**config.mk**
```make
export PLATFORM = sky130hd
export DESIGN_NAME = ion_packet_serializer
export DESIGN_NICKNAME = d
export VERILOG_FILES = /design/src/rtl/ion_packet_serializer_pkg.sv /design/src/rtl/ion_packet_serializer_fifo.sv /design/src/rtl/ion_packet_serializer.sv
export SDC_FILE = /design/constraint.sdc
export NUM_CORES = 1
export LEC_CHECK = 0
export BUFFER_PORTS_ARGS = -buffer_cell sky130_fd_sc_hd__buf_2
export CAP_MARGIN = 20
export CORE_AREA = 5 5 354 356
export CTS_BUF_LIST = sky130_fd_sc_hd__clkbuf_4 sky130_fd_sc_hd__clkbuf_8
export CTS_CLUSTER_SIZE = 28
export DETAILED_ROUTE_END_ITERATION = 10
export DIE_AREA = 0 0 359 361
export PLACE_DENSITY = 0.44
export SLEW_MARGIN = 15
export SYNTH_ARGS = -nofsm -noshare
export SYNTH_HDL_FRONTEND = slang
export SYNTH_SLANG_ARGS = --single-unit
```
**constraint.sdc**
```tcl
create_clock -name clock -period 3.9 [get_ports clock]
set_clock_uncertainty 0.05 [all_clocks]
set_input_delay 0.39 -clock clock [delete_from_list [all_inputs] [get_ports clock]]
set_output_delay 0.39 -clock clock [all_outputs]
set_load 0.05 [all_outputs]
```
**src/rtl/ion_packet_serializer_pkg.sv**
```systemverilog
// Shared types and constants for the ion packet serializer: entry geometry,
// FSM state encoding and helpers for stream selection and byte extraction.
package ion_packet_serializer_pkg;

    localparam int         PKT_W          = 110;
    localparam int         ENTRY_W        = 113;
    localparam int         BYTES_PER_PKT  = 15;
    localparam logic [4:0] HEADER_DEFAULT = 5'b10110;

    typedef enum logic [1:0] {
        IDLE = 2'b00,
        LOAD = 2'b01,
        SEND = 2'b10
    } state_t;

    // Index of the lowest set flag; the lowest stream wins when several are ready.
    function automatic logic [2:0] lowest_set(input logic [7:0] flags);
        logic [2:0] id;
        id = 3'd0;
        for (int i = 7; i >= 0; i--) begin
            if (flags[i]) id = 3'(i);
        end
        return id;
    endfunction

    // Byte 0 is {header, id}; bytes 1..14 walk {data, 2'b00} from the MSB down.
    function automatic logic [7:0] packet_byte(input logic [4:0]         header,
                                               input logic [ENTRY_W-1:0] entry,
                                               input logic [3:0]         idx);
        logic [PKT_W+1:0] padded;
        logic [7:0]       result;
        padded = {entry[PKT_W-1:0], 2'b00};
        if (idx == 4'd0) begin
            result = {header, entry[ENTRY_W-1 -: 3]};
        end else begin
            result = 8'(padded >> (8 * (BYTES_PER_PKT - 1 - int'(idx))));
        end
        return result;
    endfunction

endpackage

```
**src/rtl/ion_packet_serializer_fifo.sv**
```systemverilog
// Circular packet buffer: DEPTH entries of WIDTH bits with an occupancy count.
// A push into a full buffer is refused even when a pop happens in the same cycle.
module packet_fifo
    import ion_packet_serializer_pkg::*;
#(
    parameter int DEPTH = 4,
    parameter int WIDTH = ENTRY_W
) (
    input  logic             clock,
    input  logic             resetn,
    input  logic             push,
    input  logic [WIDTH-1:0] push_data,
    input  logic             pop,
    output logic [WIDTH-1:0] pop_data,
    output logic [4:0]       count,
    output logic             full,
    output logic             empty
);

    localparam int AW = (DEPTH > 1) ? $clog2(DEPTH) : 1;

    logic [WIDTH-1:0] mem [DEPTH];
    logic [AW-1:0]    wr_ptr;
    logic [AW-1:0]    rd_ptr;
    logic             do_push;
    logic             do_pop;

    assign full     = (count == 5'(DEPTH));
    assign empty    = (count == 5'd0);
    assign do_push  = push && !full;
    assign do_pop   = pop && !empty;
    assign pop_data = mem[rd_ptr];

    // NOTE: storage has no reset; count and pointers alone decide which slots are valid.
    always_ff @(posedge clock) begin
        if (do_push) mem[wr_ptr] <= push_data;
    end

    // NOTE: sequential state uses non-blocking assignments so every register samples pre-edge values.
    always_ff @(posedge clock or negedge resetn) begin
        if (!resetn) begin
            wr_ptr <= '0;
            rd_ptr <= '0;
            count  <= 5'd0;
        end else begin
            if (do_push) wr_ptr <= wr_ptr + 1'b1;
            if (do_pop)  rd_ptr <= rd_ptr + 1'b1;
            count <= count + 5'(do_push) - 5'(do_pop);
        end
    end

endmodule

```
**src/rtl/ion_packet_serializer.sv**
```systemverilog
// Captures one sensor packet per strobe into a FIFO and streams each as
// 15 bytes (sync header + id, then 110 data bits padded to 112) to a UART.
module ion_packet_serializer
    import ion_packet_serializer_pkg::*;
#(
    parameter int         FIFO_DEPTH = 4,
    parameter logic [4:0] HEADER     = HEADER_DEFAULT
) (
    input  logic             clock,
    input  logic             resetn,
    input  logic [7:0]       ready,
    input  logic             data_valid,
    input  logic [PKT_W-1:0] data_in0,
    input  logic [PKT_W-1:0] data_in1,
    input  logic [PKT_W-1:0] data_in2,
    input  logic [PKT_W-1:0] data_in3,
    input  logic [PKT_W-1:0] data_in4,
    input  logic [PKT_W-1:0] data_in5,
    input  logic [PKT_W-1:0] data_in6,
    input  logic [PKT_W-1:0] data_in7,
    output logic [7:0]       tx_data,
    output logic             tx_valid,
    input  logic             tx_ready,
    output logic             busy,
    output logic [4:0]       fifo_count,
    output logic             overflow
);

    state_t             state;
    logic [ENTRY_W-1:0] hold;
    logic [3:0]         byte_idx;

    logic               capture;
    logic [2:0]         cap_id;
    logic [PKT_W-1:0]   cap_data;
    logic [ENTRY_W-1:0] head;
    logic               fifo_full;
    logic               fifo_empty;
    logic               pop;

    assign capture = data_valid && (ready != 8'h00);
    assign pop     = (state == LOAD);

    // NOTE: every always_comb output gets a default first so no latch is inferred.
    always_comb begin
        cap_id   = lowest_set(ready);
        cap_data = data_in0;
        case (cap_id)
            3'd0: cap_data = data_in0;
            3'd1: cap_data = data_in1;
            3'd2: cap_data = data_in2;
            3'd3: cap_data = data_in3;
            3'd4: cap_data = data_in4;
            3'd5: cap_data = data_in5;
            3'd6: cap_data = data_in6;
            3'd7: cap_data = data_in7;
            default: cap_data = data_in0;
        endcase
    end

    packet_fifo #(
        .DEPTH (FIFO_DEPTH),
        .WIDTH (ENTRY_W)
    ) u_fifo (
        .clock     (clock),
        .resetn    (resetn),
        .push      (capture),
        .push_data ({cap_id, cap_data}),
        .pop       (pop),
        .pop_data  (head),
        .count     (fifo_count),
        .full      (fifo_full),
        .empty     (fifo_empty)
    );

    always_ff @(posedge clock or negedge resetn) begin
        if (!resetn) begin
            overflow <= 1'b0;
        end else if (capture && fifo_full) begin
            overflow <= 1'b1;
        end
    end

    // tx_data is loaded one byte ahead so the UART sees a registered, stable value.
    always_ff @(posedge clock or negedge resetn) begin
        if (!resetn) begin
            state    <= IDLE;
            hold     <= '0;
            byte_idx <= 4'd0;
            tx_data  <= 8'h00;
            tx_valid <= 1'b0;
            busy     <= 1'b0;
        end else begin
            case (state)
                IDLE: begin
                    tx_valid <= 1'b0;
                    busy     <= 1'b0;
                    if (!fifo_empty) begin
                        state <= LOAD;
                        busy  <= 1'b1;
                    end
                end
                LOAD: begin
                    hold     <= head;
                    byte_idx <= 4'd0;
                    tx_data  <= packet_byte(HEADER, head, 4'd0);
                    tx_valid <= 1'b1;
                    state    <= SEND;
                end
                SEND: begin
                    if (tx_ready) begin
                        if (byte_idx == 4'(BYTES_PER_PKT - 1)) begin
                            state    <= IDLE;
                            tx_valid <= 1'b0;
                            busy     <= 1'b0;
                            byte_idx <= 4'd0;
                        end else begin
                            byte_idx <= byte_idx + 4'd1;
                            tx_data  <= packet_byte(HEADER, hold, byte_idx + 4'd1);
                        end
                    end
                end
                default: begin
                    state    <= IDLE;
                    tx_valid <= 1'b0;
                    busy     <= 1'b0;
                end
            endcase
        end
    end

endmodule

```
# Word level (Yosys, flattened, before mapping)
# Memory sizes are Yosys's and may differ from the RTL's.
# Index checks and enable logic that the tools add are counted.
[op_classes] muxes=27 n_shift=1 n_reduce_logical=17 addsub=6 eq_ne=15 bitwise_logic=1
[ops] op="110-bit case mux with 8 select lines" count=1
[ops] op="112-bit by 32-bit >> shifter with 8-bit output" count=1
[ops] op="3-bit 2-to-1 mux" count=8
[ops] op="8-bit 2-to-1 mux" count=3
[ops] op="8-bit case mux with 2 select lines" count=1
[ops] op="3-bit == test, second input constant" count=4
[ops] op="3-bit AND reduction" count=3
[ops] op="4-bit 2-to-1 mux" count=2
[ops] op="2-bit != test, second input constant" count=4
[ops] op="4-bit case mux with 2 select lines" count=1
[ops] op="8-bit nonzero test" count=1
[ops] op="3-bit by 2-bit == test with 1-bit output, second input constant" count=2
[ops] op="2-bit 2-to-1 mux" count=3
[ops] op="2-bit case mux with 3 select lines" count=1
[ops] op="5-bit by 1-bit adder with 5-bit output" count=1
[ops] op="5-bit by 3-bit == test with 1-bit output, second input constant" count=1
[ops] op="5-bit logical NOT" count=1
[ops] op="1-bit 2-to-1 mux" count=5
[ops] op="4-bit by 4-bit subtractor with 5-bit output, first input constant" count=1
[ops] op="5-bit by 1-bit subtractor with 5-bit output" count=1
[ops] op="2-bit by 1-bit adder with 2-bit output, second input constant" count=2
[ops] op="4-bit by 1-bit adder with 4-bit output, second input constant" count=1
[ops] op="4-bit == test, second input constant" count=1
[ops] op="1-bit logical AND" count=4
[ops] op="other kinds (12)" count=14
[totals] output_inout_bits=16 wordCells=78 mem_count=1 inputBits=892 mem_bits_rw=452 reg_bits=139
[memory_table] name="u_fifo.mem" words=4 word_bits=113 read_ports=1 rd_clocked_by_memory_dff=0 wr=1 line="ion_packet_serializer_fifo.sv:22" text="logic [WIDTH-1:0] mem [DEPTH];"

# Depth between registers and ports, before layout
[logic_depth] ltp_word=10 mapped_depth=13 ltp_nobuf=13

# By module
# Synthesis repeated with hierarchy kept, for this count alone.
[unflattened] cells_unflattened=1951 area_unflattened_um2=28884.0
[modules_own_cells] mod="packet_fifo" area_each_um2=16862.4 cells_each=642 n_inst=1 seq_area_each_um2=13798.2
[modules_own_cells] mod="ion_packet_serializer" area_each_um2=12021.5 cells_each=1309 n_inst=1 seq_area_each_um2=3253.1

# Worst setup path after synthesis
# OpenSTA, ideal clock, no wires.
[synth_timing] path_type="register -> register" from="register u_fifo.count[3]" to="memory u_fifo.mem[0][0] (netlist name) (enable)" synth_period_minus_slack_ns=4.539 setup_ns=0.485 t_arrival_ns=4.004 path_stages_with_launch=5 path_buffers=0 t_required_ns=3.365 setup_slack_ns=-0.639 path_cell_list="dfrtp_1 > inv_1 > ha_1 > a21oi_1 > and2_1"
[synth_between] elab_chain_len=5
[synth_lines] element="start: declaration" line="ion_packet_serializer_fifo.sv:15" text="output logic [4:0] count,"
[synth_lines] element="start signal: assignment" line="ion_packet_serializer_fifo.sv:48" text="count <= count + 5'(do_push) - 5'(do_pop);"
[synth_lines] element="5-bit by 3-bit == test with 1-bit output" line="ion_packet_serializer_fifo.sv:28" text="assign full = (count == 5'(DEPTH));"
[synth_lines] element="1-bit logical NOT" line="ion_packet_serializer_fifo.sv:30" text="assign do_push = push && !full;"
[synth_lines] element="1-bit logical AND" line="ion_packet_serializer_fifo.sv:30"
[synth_lines] element="net u_fifo.do_push" line="ion_packet_serializer_fifo.sv:25" text="logic do_push;"
[synth_lines] element="1-bit 2-to-1 mux" line="ion_packet_serializer_fifo.sv:36" text="if (do_push) mem[wr_ptr] <= push_data;"
[synth_lines] element="1-bit 2-to-1 mux (not written as such)" line="ion_packet_serializer_fifo.sv:36"
[synth_lines] element="end: declaration" line="ion_packet_serializer_fifo.sv:22"
# The timed path passes the listed nets, and every way through them passes these cells.

# Worst setup path after layout
[layout_timing] from="register byte_idx[1]" to="register tx_data[0]"
[layout_between] elab_chain_len=7 elab_cells_between_ends=11 classes_between="2 x add/sub; 2 x eq/ne; 1 x shift; 4 x mux; 2 x reduce/logical"
[layout_lines] element="start: declaration" line="ion_packet_serializer.sv:31" text="logic [3:0] byte_idx;"
[layout_lines] element="start signal: assignment" line="ion_packet_serializer.sv:118" text="byte_idx <= byte_idx + 4'd1;"
[layout_lines] element="4-bit by 1-bit adder with 4-bit output" line="ion_packet_serializer.sv:119" text="tx_data <= packet_byte(HEADER, hold, byte_idx + 4'd1);"
[layout_lines] element="4-bit by 4-bit subtractor with 5-bit output" line="ion_packet_serializer_pkg.sv:36" text="result = 8'(padded >> (8 * (BYTES_PER_PKT - 1 - int'(idx))));"
[layout_lines] element="112-bit by 32-bit >> shifter with 8-bit output" line="ion_packet_serializer_pkg.sv:36"
[layout_lines] element="8-bit 2-to-1 mux" line="ion_packet_serializer_pkg.sv:33" text="if (idx == 4'd0) begin"
[layout_lines] element="8-bit 2-to-1 mux" line="ion_packet_serializer.sv:112" text="if (byte_idx == 4'(BYTES_PER_PKT - 1)) begin"
[layout_lines] element="8-bit 2-to-1 mux" line="ion_packet_serializer.sv:111" text="if (tx_ready) begin"
[layout_lines] element="8-bit case mux with 2 select lines" line="ion_packet_serializer.sv:94" text="case (state)"
[layout_lines] element="end signal: assignment" line="ion_packet_serializer.sv:106" text="tx_data <= packet_byte(HEADER, head, 4'd0);"
[layout_lines] element="end signal: assignment" line="ion_packet_serializer.sv:119"
[layout_lines] element="end: declaration" line="ion_packet_serializer.sv:21" text="output logic [7:0] tx_data,"
# Parallel ways exist; a longest one is shown, timed or not. The select of a mux whose other input is x is not followed.
# A chain may end at the register's enable or synchronous reset.

==> flow_summary.json <==
{
  "layout-drive-gt1-share": 0.395,
  "rows": 128,
  "post_cts_buffers": 0,
  "placed_cell_area_mm2": 0.0367,
  "synth_top_family_by_area": "multiplexers",
  "grt_start_max_net_pins": 115,
  "syn_avg_cell_area_um2": 12.4,
  "cp.required_ns": 4.47,
  "final_area_mm2": 0.0391,
  "overflow": 0,
  "critPathArrivalTime_ns": 3.42,
  "syn_inst": 2402,
  "worst_pin_slew_ns": 0.906,
  "grt_pass1_vias": 25700,
  "floorplan.die.width_um": 359,
  "fin_crit_sh": 0.730,
  "grtUsageTotal": 0.179,
  "area_delta_synth_final_pct": 31.7,
  "worstSetupStartpointType": "flip-flop",
  "htree_num_levels": 3,
  "hold_start": "data_in0[61]",
  "maxSlewViolCount": 0,
  "cts-root-buf": "clkbuf_8",
  "synth-seq-cells": 591,
  "worstReg2RegStart": "byte_idx[1]$_DFFE_PN0P_",
  "place_inst": 4819,
  "cts_buffer_depth": 3,
  "whs_ns": 0.0743,
  "antenna_found_initial": 24,
  "r2r_slack_ns": 1.05,
  "die_area_mm2": 0.130,
  "maxSlewHeadroom": 0.396,
  "r2r_cells": 8,
  "fillCellCount": 12500,
  "finalSetupViolations": 0,
  "synthSimpleGateAreaFrac": 0.129,
  "avgViaCountPerCell": 4.88,
  "yosys_warnings": 0,
  "rsz0062_at_grt": "false",
  "fin_util": 0.322,
  "pre_cts_slack_ns": 0.659,
  "share_comb_of_total_power": 0.355,
  "p_seq_frac": 0.400,
  "synth-async-reset-ratio": 0.235,
  "cellPowerDensity_mw_per_mm2": 610,
  "final_common_cell": "buf_2",
  "syn_area_mm2": 0.0297,
  "period_needed_ns": 2.85,
  "synth_compound_area_frac": 0.112,
  "pwr-share-clk": 0.245,
  "core_mm2": 0.121,
  "ctsResizeCount": 0,
  "ios": 908,
  "internal_power_mw": 15.2,
  "cts_tree": "done",
  "hold_path_class": "primary input to flip-flop",
  "dr.pass1.iters": 10,
  "cellLeakagePower_nw": 15.2,
  "irDropWorstVdd_mv": 0.435,
  "outcome": "finished clean",
  "clkTransAtPathRegs_ns": 0.06,
  "synth_fp_nets": 3308,
  "io_buffers": 907,
  "synth_edf_count": 452,
  "route.detailed.drc": 0,
  "yosys.area_share.adder": 0.00615,
  "post-dp-hpwl_mm": 92.2,
  "finalHoldViolCount": 0,
  "fmax_mhz": 351,
  "synth_mux_area_frac": 0.140,
  "grt_pass1_wl_mm": 175,
  "gp_congestion": 0.917,
  "setup_slack_ns": 1.05,
  "drt-total-wl_mm": 122,
  "clkLatencyLatePin_ns": 0.72,
  "maxCapViolations": 0,
  "drt_iter0_drc": 2314,
  "finalSetupTns_ns": 0,
  "die_h_um": 361,
  "nNetsFinal": 4233,
  "path_class": "flip-flop to flip-flop",
  "numClockSinks": 591,
  "switchingPower_mw": 8.64,
  "final_cells": 5047,
  "p_total_mw": 23.9,
  "whs_endpoint": "u_fifo.mem[3][61]$_DFFE_PP_",
  "endpoint_kind": "flip-flop",
  "path_max_fanout": 13,
  "final_cell_mix": "buf_2 (906), nand2_1 (487), edfxtp_1 (452), nand3_1 (245), dfrtp_1 (136)",
  "detail-route-antenna-nets": 0,
  "rr_endpoint": "tx_data[0]$_DFFE_PN0P_",
  "yosys.area_share.xor_xnor": 0.00505,
  "vias": 24600,
  "ys.flop_type": "edfxtp_1",
  "switching_share": 0.362,
  "worstHoldPathCells": 3,
  "synth.yosys.seq_area_share": 0.574,
  "wl_per_cell_um": 24.2,
  "synthDistinctLibCells": 66,
  "cts_buffers": 105,
  "initial_utilization": 0.245
}
synthesized netlist by cell type (5+ instances only):
cell | n | share of area
ha_1 | 13 | 0.0055
o21ai_1 | 5 | 0.00084
inv_1 | 15 | 0.0019
buf_1 | 9 | 0.0011
o21ai_0 | 18 | 0.0030
mux2_1 | 101 | 0.038
clkbuf_1 | 127 | 0.016
buf_2 | 59 | 0.0099
and2_1 | 7 | 0.0015
nor2_1 | 123 | 0.016
a222oi_1 | 110 | 0.037
xnor2_1 | 7 | 0.0021
a21oi_1 | 16 | 0.0027
nand2_1 | 487 | 0.062
nand3_1 | 245 | 0.041
buf_4 | 15 | 0.0038
edfxtp_1 | 452 | 0.46
mux2_2 | 10 | 0.0038
nand4_1 | 11 | 0.0023
a31oi_1 | 115 | 0.024
mux4_2 | 127 | 0.096
a31o_1 | 110 | 0.032
dfrtp_1 | 139 | 0.12
and3_1 | 6 | 0.0013
power by group through the flow:
stage	clock network [mW]	registers, mW	logic [mW]
6_report	5.86	9.55	8.48
3_5_place_dp	0	9.69	8.73
2_1_floorplan	0	9.42	5.03
5_1_grt	6.36	9.72	9.28
4_1_cts	6.07	9.59	8.78
3_3_place_gp	0	9.70	8.71
routing by layer:
layer,share of wire,GRT usage,vias up
li1,-,-,11200
met1,0.43,0.235,12300
met2,0.49,0.305,948
met3,0.062,0.0391,167
met4,0.018,0.0364,22
met5,0.0012,0,-
kinds of logic after synthesis:
group	Yosys count
compound gates	410
xor+xnor	13
fa+ha+maj	14
buf+inv	231
flops	591
mux	242
simple gates	901
area by class of cell:
class	instances	area, um^2	area share
diodes	8	20.0	0.000512
multi-input cells	1580	11700	0.300
flip-flops and latches	591	17100	0.436
repair buffers	1032	6060	0.155
clock buffers	141	1740	0.0445
inverters	17	66.3	0.00169
well taps	1625	2030	0.0520
clock inverters	53	412	0.0105
state kept, by name, indices dropped and copies added, names as in the netlist:
name and flops:
tx_data 8, u_fifo.mem 452, u_fifo.rd_ptr 2, overflow 1, state 2, u_fifo.wr_ptr 2
hold 113, u_fifo.count 5, busy 1, byte_idx 4, tx_valid 1
timing repair:
item	in CTS	in global routing
hold buffers	26	0
hold endpoints to repair	180	0
endpoints found under the setup margin	0	0
worst max-delay path by stage:
stage                               from  cells after the start                     endpoint  slack [ns]
2_1_floorplan  u_fifo.count[3]$_DFF_PN0_                      4   u_fifo.mem[0][0]$_DFFE_PP_        0.60
3_3_place_gp                    ready[0]                      8  u_fifo.mem[0][25]$_DFFE_PP_        0.66
3_5_place_dp                    ready[0]                      8  u_fifo.mem[0][25]$_DFFE_PP_        0.66
4_1_cts          byte_idx[1]$_DFFE_PN0P_                      8       tx_data[0]$_DFFE_PN0P_        1.06
5_1_grt          byte_idx[1]$_DFFE_PN0P_                      8       tx_data[2]$_DFFE_PN0P_        0.89
6_report         byte_idx[1]$_DFFE_PN0P_                      8       tx_data[0]$_DFFE_PN0P_        1.05
worst max-delay path, stage by stage, from the launching register on:
cell	delay, ns
dfrtp_1	0.51
ha_1	0.56
xnor2_2	0.19
xnor2_2	0.50
buf_4	0.30
a221o_1	0.13
o2111ai_1	0.14
o21a_1	0.20
a41oi_1	0.17
Note: power is estimated with default switching activity, not from simulation.
